**src/rtl/perceptron_activation.sv**
```systemverilog
// Perceptron output stage: tracks start pulses through the weighted-sum latency, adds bias,
// rescales Q30->Q15 with saturation, applies step/ReLU and queues results. Macro: PERCEPTRON_ROUND_EN.
module perceptron_activation #(
  parameter int LATENCY    = 10,
  parameter int OUT_W      = 16,
  parameter int FRAC_SHIFT = 15,
  parameter int FIFO_DEPTH = 4
) (
  input  logic             clk,
  input  logic             rst_n,
  input  logic             start,
  input  logic [47:0]      sum,
  input  logic [47:0]      bias,
  input  logic             mode,
  output logic             start_ok,
  output logic [OUT_W-1:0] out_data,
  output logic             out_valid,
  input  logic             out_ready,
  output logic             overflow,
  output logic             dropped
);

  localparam int PTR_W = (FIFO_DEPTH > 1) ? $clog2(FIFO_DEPTH) : 1;
  localparam int CNT_W = $clog2(FIFO_DEPTH + 1);
  localparam int OCC_W = $clog2(FIFO_DEPTH + LATENCY + 3) + 1;

  localparam logic signed [49:0] SAT_MAX = (50'sd1 <<< (OUT_W - 1)) - 50'sd1;
  localparam logic signed [49:0] SAT_MIN = -(50'sd1 <<< (OUT_W - 1));
  localparam logic [OUT_W-1:0]   POS_MAX = {1'b0, {(OUT_W - 1){1'b1}}};
  localparam logic [OUT_W-1:0]   NEG_MIN = {1'b1, {(OUT_W - 1){1'b0}}};

  // ---------------------------------------------------------------------------
  // Latency tracker
  // ---------------------------------------------------------------------------
  logic [LATENCY-1:0] tracker_reg;
  logic [LATENCY-1:0] tracker_next;
  logic               tap;

  generate
    for (genvar gi = 0; gi < LATENCY; gi++) begin : g_tracker
      if (gi == 0) begin : g_head
        assign tracker_next[gi] = start;
      end else begin : g_body
        assign tracker_next[gi] = tracker_reg[gi-1];
      end
    end
  endgenerate

  assign tap = tracker_reg[LATENCY-1];

  // ---------------------------------------------------------------------------
  // Stage 1: bias add at 49 bits so it cannot wrap
  // ---------------------------------------------------------------------------
  logic signed [48:0] acc_reg;
  logic               mode_reg;
  logic               v1_reg;

  // ---------------------------------------------------------------------------
  // Stage 2: rescale, saturate, activate
  // ---------------------------------------------------------------------------
  logic signed [49:0] acc_ext;
  logic signed [49:0] shifted;
  logic               sat_hi;
  logic               sat_lo;
  logic [OUT_W-1:0]   sat_val;
  logic [OUT_W-1:0]   act_val;
  logic [OUT_W-1:0]   res_reg;
  logic               v2_reg;

  always_comb begin
`ifdef PERCEPTRON_ROUND_EN
    acc_ext = {acc_reg[48], acc_reg} + (50'sd1 <<< (FRAC_SHIFT - 1));
`else
    acc_ext = {acc_reg[48], acc_reg};
`endif
    shifted = acc_ext >>> FRAC_SHIFT;
    sat_hi  = (shifted > SAT_MAX);
    sat_lo  = (shifted < SAT_MIN);
    if (sat_hi) begin
      sat_val = POS_MAX;
    end else if (sat_lo) begin
      sat_val = NEG_MIN;
    end else begin
      sat_val = shifted[OUT_W-1:0];
    end
    // Step decides on the unscaled sign, so a zero accumulator fires.
    if (mode_reg) begin
      act_val = sat_val[OUT_W-1] ? '0 : sat_val;
    end else begin
      act_val = acc_reg[48] ? '0 : POS_MAX;
    end
  end

  // ---------------------------------------------------------------------------
  // Output FIFO
  // ---------------------------------------------------------------------------
  logic [OUT_W-1:0] mem [FIFO_DEPTH];
  logic [PTR_W-1:0] wr_ptr_reg;
  logic [PTR_W-1:0] wr_ptr_next;
  logic [PTR_W-1:0] rd_ptr_reg;
  logic [PTR_W-1:0] rd_ptr_next;
  logic [CNT_W-1:0] count_reg;
  logic [CNT_W-1:0] count_next;
  logic             push;
  logic             pop;
  logic             full;
  logic             accept;
  logic             drop;

  assign out_valid = (count_reg != '0);
  assign full      = (count_reg == CNT_W'(FIFO_DEPTH));
  assign push      = v2_reg;
  assign pop       = out_valid && out_ready;
  // A push on a full FIFO only lands if the head leaves on the same edge.
  assign accept    = push && (!full || pop);
  assign drop      = push && full && !pop;

  always_comb begin
    wr_ptr_next = accept ? wr_ptr_reg + PTR_W'(1) : wr_ptr_reg;
    rd_ptr_next = pop ? rd_ptr_reg + PTR_W'(1) : rd_ptr_reg;
    count_next  = count_reg;
    case ({accept, pop})
      2'b10:   count_next = count_reg + CNT_W'(1);
      2'b01:   count_next = count_reg - CNT_W'(1);
      default: count_next = count_reg;
    endcase
  end

  assign out_data = out_valid ? mem[rd_ptr_reg] : '0;

  always_ff @(posedge clk) begin
    if (accept) begin
      mem[wr_ptr_reg] <= res_reg;
    end
  end

  // ---------------------------------------------------------------------------
  // Credit: counts everything that will eventually occupy a FIFO slot, using
  // next-state values so a start on the edge that fills the budget is seen.
  // ---------------------------------------------------------------------------
  logic [OCC_W-1:0] occ_next;
  logic             start_ok_reg;

  always_comb begin
    occ_next = OCC_W'(count_next) + OCC_W'(tap) + OCC_W'(v1_reg);
    for (int i = 0; i < LATENCY; i++) begin
      occ_next = occ_next + OCC_W'(tracker_next[i]);
    end
  end

  assign start_ok = start_ok_reg;

  // ---------------------------------------------------------------------------
  // Sequential state
  // ---------------------------------------------------------------------------
  logic overflow_reg;
  logic dropped_reg;

  assign overflow = overflow_reg;
  assign dropped  = dropped_reg;

  always_ff @(posedge clk) begin
    if (!rst_n) begin
      tracker_reg  <= '0;
      v1_reg       <= 1'b0;
      v2_reg       <= 1'b0;
      wr_ptr_reg   <= '0;
      rd_ptr_reg   <= '0;
      count_reg    <= '0;
      overflow_reg <= 1'b0;
      dropped_reg  <= 1'b0;
      start_ok_reg <= 1'b1;
    end else begin
      tracker_reg  <= tracker_next;
      v1_reg       <= tap;
      v2_reg       <= v1_reg;
      wr_ptr_reg   <= wr_ptr_next;
      rd_ptr_reg   <= rd_ptr_next;
      count_reg    <= count_next;
      start_ok_reg <= (occ_next < OCC_W'(FIFO_DEPTH));
      if (v1_reg && mode_reg && (sat_hi || sat_lo)) begin
        overflow_reg <= 1'b1;
      end
      if (drop) begin
        dropped_reg <= 1'b1;
      end
    end
  end

  // Datapath registers need no reset; their valids gate every use.
  always_ff @(posedge clk) begin
    if (tap) begin
      acc_reg  <= {sum[47], sum} + {bias[47], bias};
      mode_reg <= mode;
    end
    if (v1_reg) begin
      res_reg <= act_val;
    end
  end

endmodule

```
**config.mk**
```make
export PLATFORM = sky130hd
export DESIGN_NAME = perceptron_activation
export DESIGN_NICKNAME = d
export VERILOG_FILES = /design/src/rtl/perceptron_activation.sv
export SDC_FILE = /design/constraint.sdc
export NUM_CORES = 1
export LEC_CHECK = 0
export ABC_AREA = 1
export BUFFER_PORTS_ARGS = -buffer_cell sky130_fd_sc_hd__buf_4
export CAP_MARGIN = 25
export CORE_MARGIN = 3
export CORE_UTILIZATION = 28
export DETAILED_ROUTE_END_ITERATION = 8
export GPL_ROUTABILITY_DRIVEN = 1
export GPL_TIMING_DRIVEN = 0
export SLEW_MARGIN = 15
export SYNTH_ARGS = -nofsm -noshare
export SYNTH_HDL_FRONTEND = slang
export SYNTH_SLANG_ARGS = --single-unit
```
**constraint.sdc**
```tcl
create_clock -name clk -period 3.3 [get_ports clk]
set_input_delay 0.165 -clock clk [delete_from_list [all_inputs] [get_ports clk]]
set_output_delay 0.165 -clock clk [all_outputs]
set_load 0.02 [all_outputs]
```
==> results.ini <==
[grt]
grt_pass1_vias=7888
grt.met3_usage=0.01823
antenna_found_initial=0
grt_pass1_wl_um=38980
top_usage_layer=met2
grtUsageMet1=0.1769
globalRouteTotalUtil=0.1375
grt_max_degree=38
met2_usage=0.2355
grt_overflow_total=0

[clock_tree]
tritoncts=done
clk_pin_slew_ns=0.06
htreeDepth=4
insertion_delay_ns=0.41
clock_path_buffers=2
numCtsBuffers=17
post_cts_buffers=0
cts-root-buf=clkbuf_16
clock_sinks=134

[layout]
final_nets=1595
largest_register_ffs=60
drive_gt1_frac=0.1529
layout_commonest_cell=nand2_1
fillers=3539
post-route-util=0.3510
design_area_sq_mm=0.01148
layout_common_cells=nand2_1 (391), inv_1 (246), nor2_1 (145), buf_4 (119), edfxtp_1 (110)
finalNonFillerCells=1881
area_growth_pct=22.68
antenna_cells=0

[routing]
ant_nets=0
route.detailed.drc=0
totalWireLength_um=24360
drtIter0Drc=505
vias_per_cell=4.392
vias=8261
wl_per_cell_um=12.95
first_pass_iters=5

[placement]
portBuffers=118
gp_congestion=0.9491
dp_slack_ns=-0.3734
post-dp-hpwl_um=20410
post_dp_cell_area_sq_mm=0.01085
placedCellCount=1847

[timing]
timing_hold_violations_final=0
rsz0062_at_grt=true
layout_setup_ws_ns=-0.2510
clock-skew-final_ns=0.006377
fmax_mhz=281.6
fin_setup_tns_ns=-0.2510
worst_pin_slew_ns=0.8654
max_slew_margin=0.4224
drv_slew=0
fin_crit_sh=1.076
period_needed_ns=3.551
setup_viol=1

[worst_setup_path]
endpoint_kind=flop
crit_required_ns=3.61
critPathKind=reg2reg
cp-start-kind=flop
reg2regPathDepth=14
cp_max_fo=7
cp-endpoint=start_ok$_SDFF_PN1_
reg2reg_from=count_reg[1]$_SDFF_PN0_
ff2ff_setup_slack_ns=-0.25
r2r_end=start_ok$_SDFF_PN1_
crit_path_start=count_reg[1]$_SDFF_PN0_
worst_ep_arrival_time_ns=3.87

[floorplanning]
dieArea_sq_mm=0.03565
initial_utilization=0.2861
rows=66
fp.dieW_um=188.8
core_sq_mm=0.03270
io_pins=121
die_y_um=188.8

[power_and_ir_drop]
power.leakage_nw=5.585
powerDensity_mw_per_mm2=444.0
peakVddDrop_v=0.0004419

[synthesis]
yosysSeqAreaShare=0.4044
yosys_warnings=0
syn_nets=1456
yosysTopAreaCell=edfxtp_1
synth_ff_type=edfxtp_1
yosysUniqueCellTypes=38
syn_inst=1287
syn_area_sq_mm=0.009356
ys_seq_elements=134
ys_top_cells_by_area=edfxtp_1 (35%), nand2_1 (16%), inv_1 (10%)
ys_async_sr_fraction=0
synth_edf_count=110
postSynthAreaPerCell_sq_um=7.270
synth_top_cell_area_share=0.3530

[status]
violations=negative setup slack
status=finished, violations left

[worst_hold_path]
hp-class=in2reg
worstHoldStart=rst_n
whs_path_depth=3

[flow_run]
cap_violations=0

critical path, stage by stage, from the launching register on:
cell,delay [ns]
dfxtp_2,0.34
nor2_4,0.15
nand3_1,0.09
and2_4,0.17
inv_8,0.08
ha_4,0.21
xor2_2,0.16
fa_1,0.55
fa_1,0.44
fa_1,0.51
inv_1,0.05
ha_1,0.28
a21oi_2,0.11
o211ai_1,0.12
o41ai_2,0.21
power by group:
group	switching (mW)	internal (mW)	leakage (nW)
Sequential	0.0206	1.85	1.18
Clock	0.703	1.12	0.283
Combinational	0.886	0.518	4.12
Total	1.61	3.49	5.59
kinds of logic (layout without fill, tap and decap cells):
family / after synthesis / in the layout / share of synthesized area
XOR/XNOR: 18 / 18 / 0.01685
AND/OR/NAND/NOR: 640 / 640 / 0.2834
flip-flops: 134 / 134 / 0.4044
buffers and inverters: 285 / 437 / 0.1149
other: 1 / 1 / 0.0004008
adder cells (fa/ha/maj): 68 / 68 / 0.09735
AO/OA/AOI/OAI: 141 / 141 / 0.08278
worst min path at each step:
stage                     slack [ns]                         to
final                           0.11  tracker_reg[8]$_SDFF_PN0_
after global routing            0.14  tracker_reg[7]$_SDFF_PN0_
after CTS                       0.10  tracker_reg[8]$_SDFF_PN0_
after detailed placement        0.38         mode_reg$_DFFE_PP_
after global placement          0.38         mode_reg$_DFFE_PP_
after floorplan                 0.26  tracker_reg[0]$_SDFF_PN0_
per-layer routing:
metal | vias up | wire length [um]
met3 | 38 | 1080
li1 | 4309 | -
met1 | 3690 | 11030
met4 | 0 | 657
met2 | 224 | 11590
met5 | - | 0
final cells by class:
class                           count  area, sq um  share of cell area
Sequential cell                   134         3787              0.3300
Inverter                          267         1012             0.08818
Timing Repair Buffer              120        905.9             0.07892
Buffer                             18        72.57            0.006322
Clock buffer                       18        429.2             0.03739
Clock inverter                     14        147.6             0.01286
Tap cell                          442        553.0             0.04818
Multi-Input combinational cell    868         4571              0.3982
repair_timing:
action,in CTS,in global routing
resized for setup,4,2
hold endpoints to repair,2,0
pin swaps,1,0
hold buffers,2,0
setup endpoints to repair,1,1
cells in the mapped netlist (all sizes together) (3+ instances only):
library cell	number
clkbuf	16
nand4	16
o21bai	9
xnor2	4
xor2	14
nor3	11
edfxtp	110
nand2	397
o21ai	45
and2	4
fa	8
a31oi	15
inv	267
nor2	167
nand3	42
a21boi	3
dfxtp	24
ha	60
a21oi	65
metrics by stage:
step | total power, mW | hold slack [ns]
2_1_floorplan | 2.806 | 0.2626
3_3_place_gp | 3.285 | 0.3755
3_5_place_dp | 3.302 | 0.3762
4_1_cts | 5.143 | 0.1027
5_1_grt | 5.391 | 0.1435
6_report | 5.096 | 0.1122
Note: power is estimated with default switching activity, not from simulation.
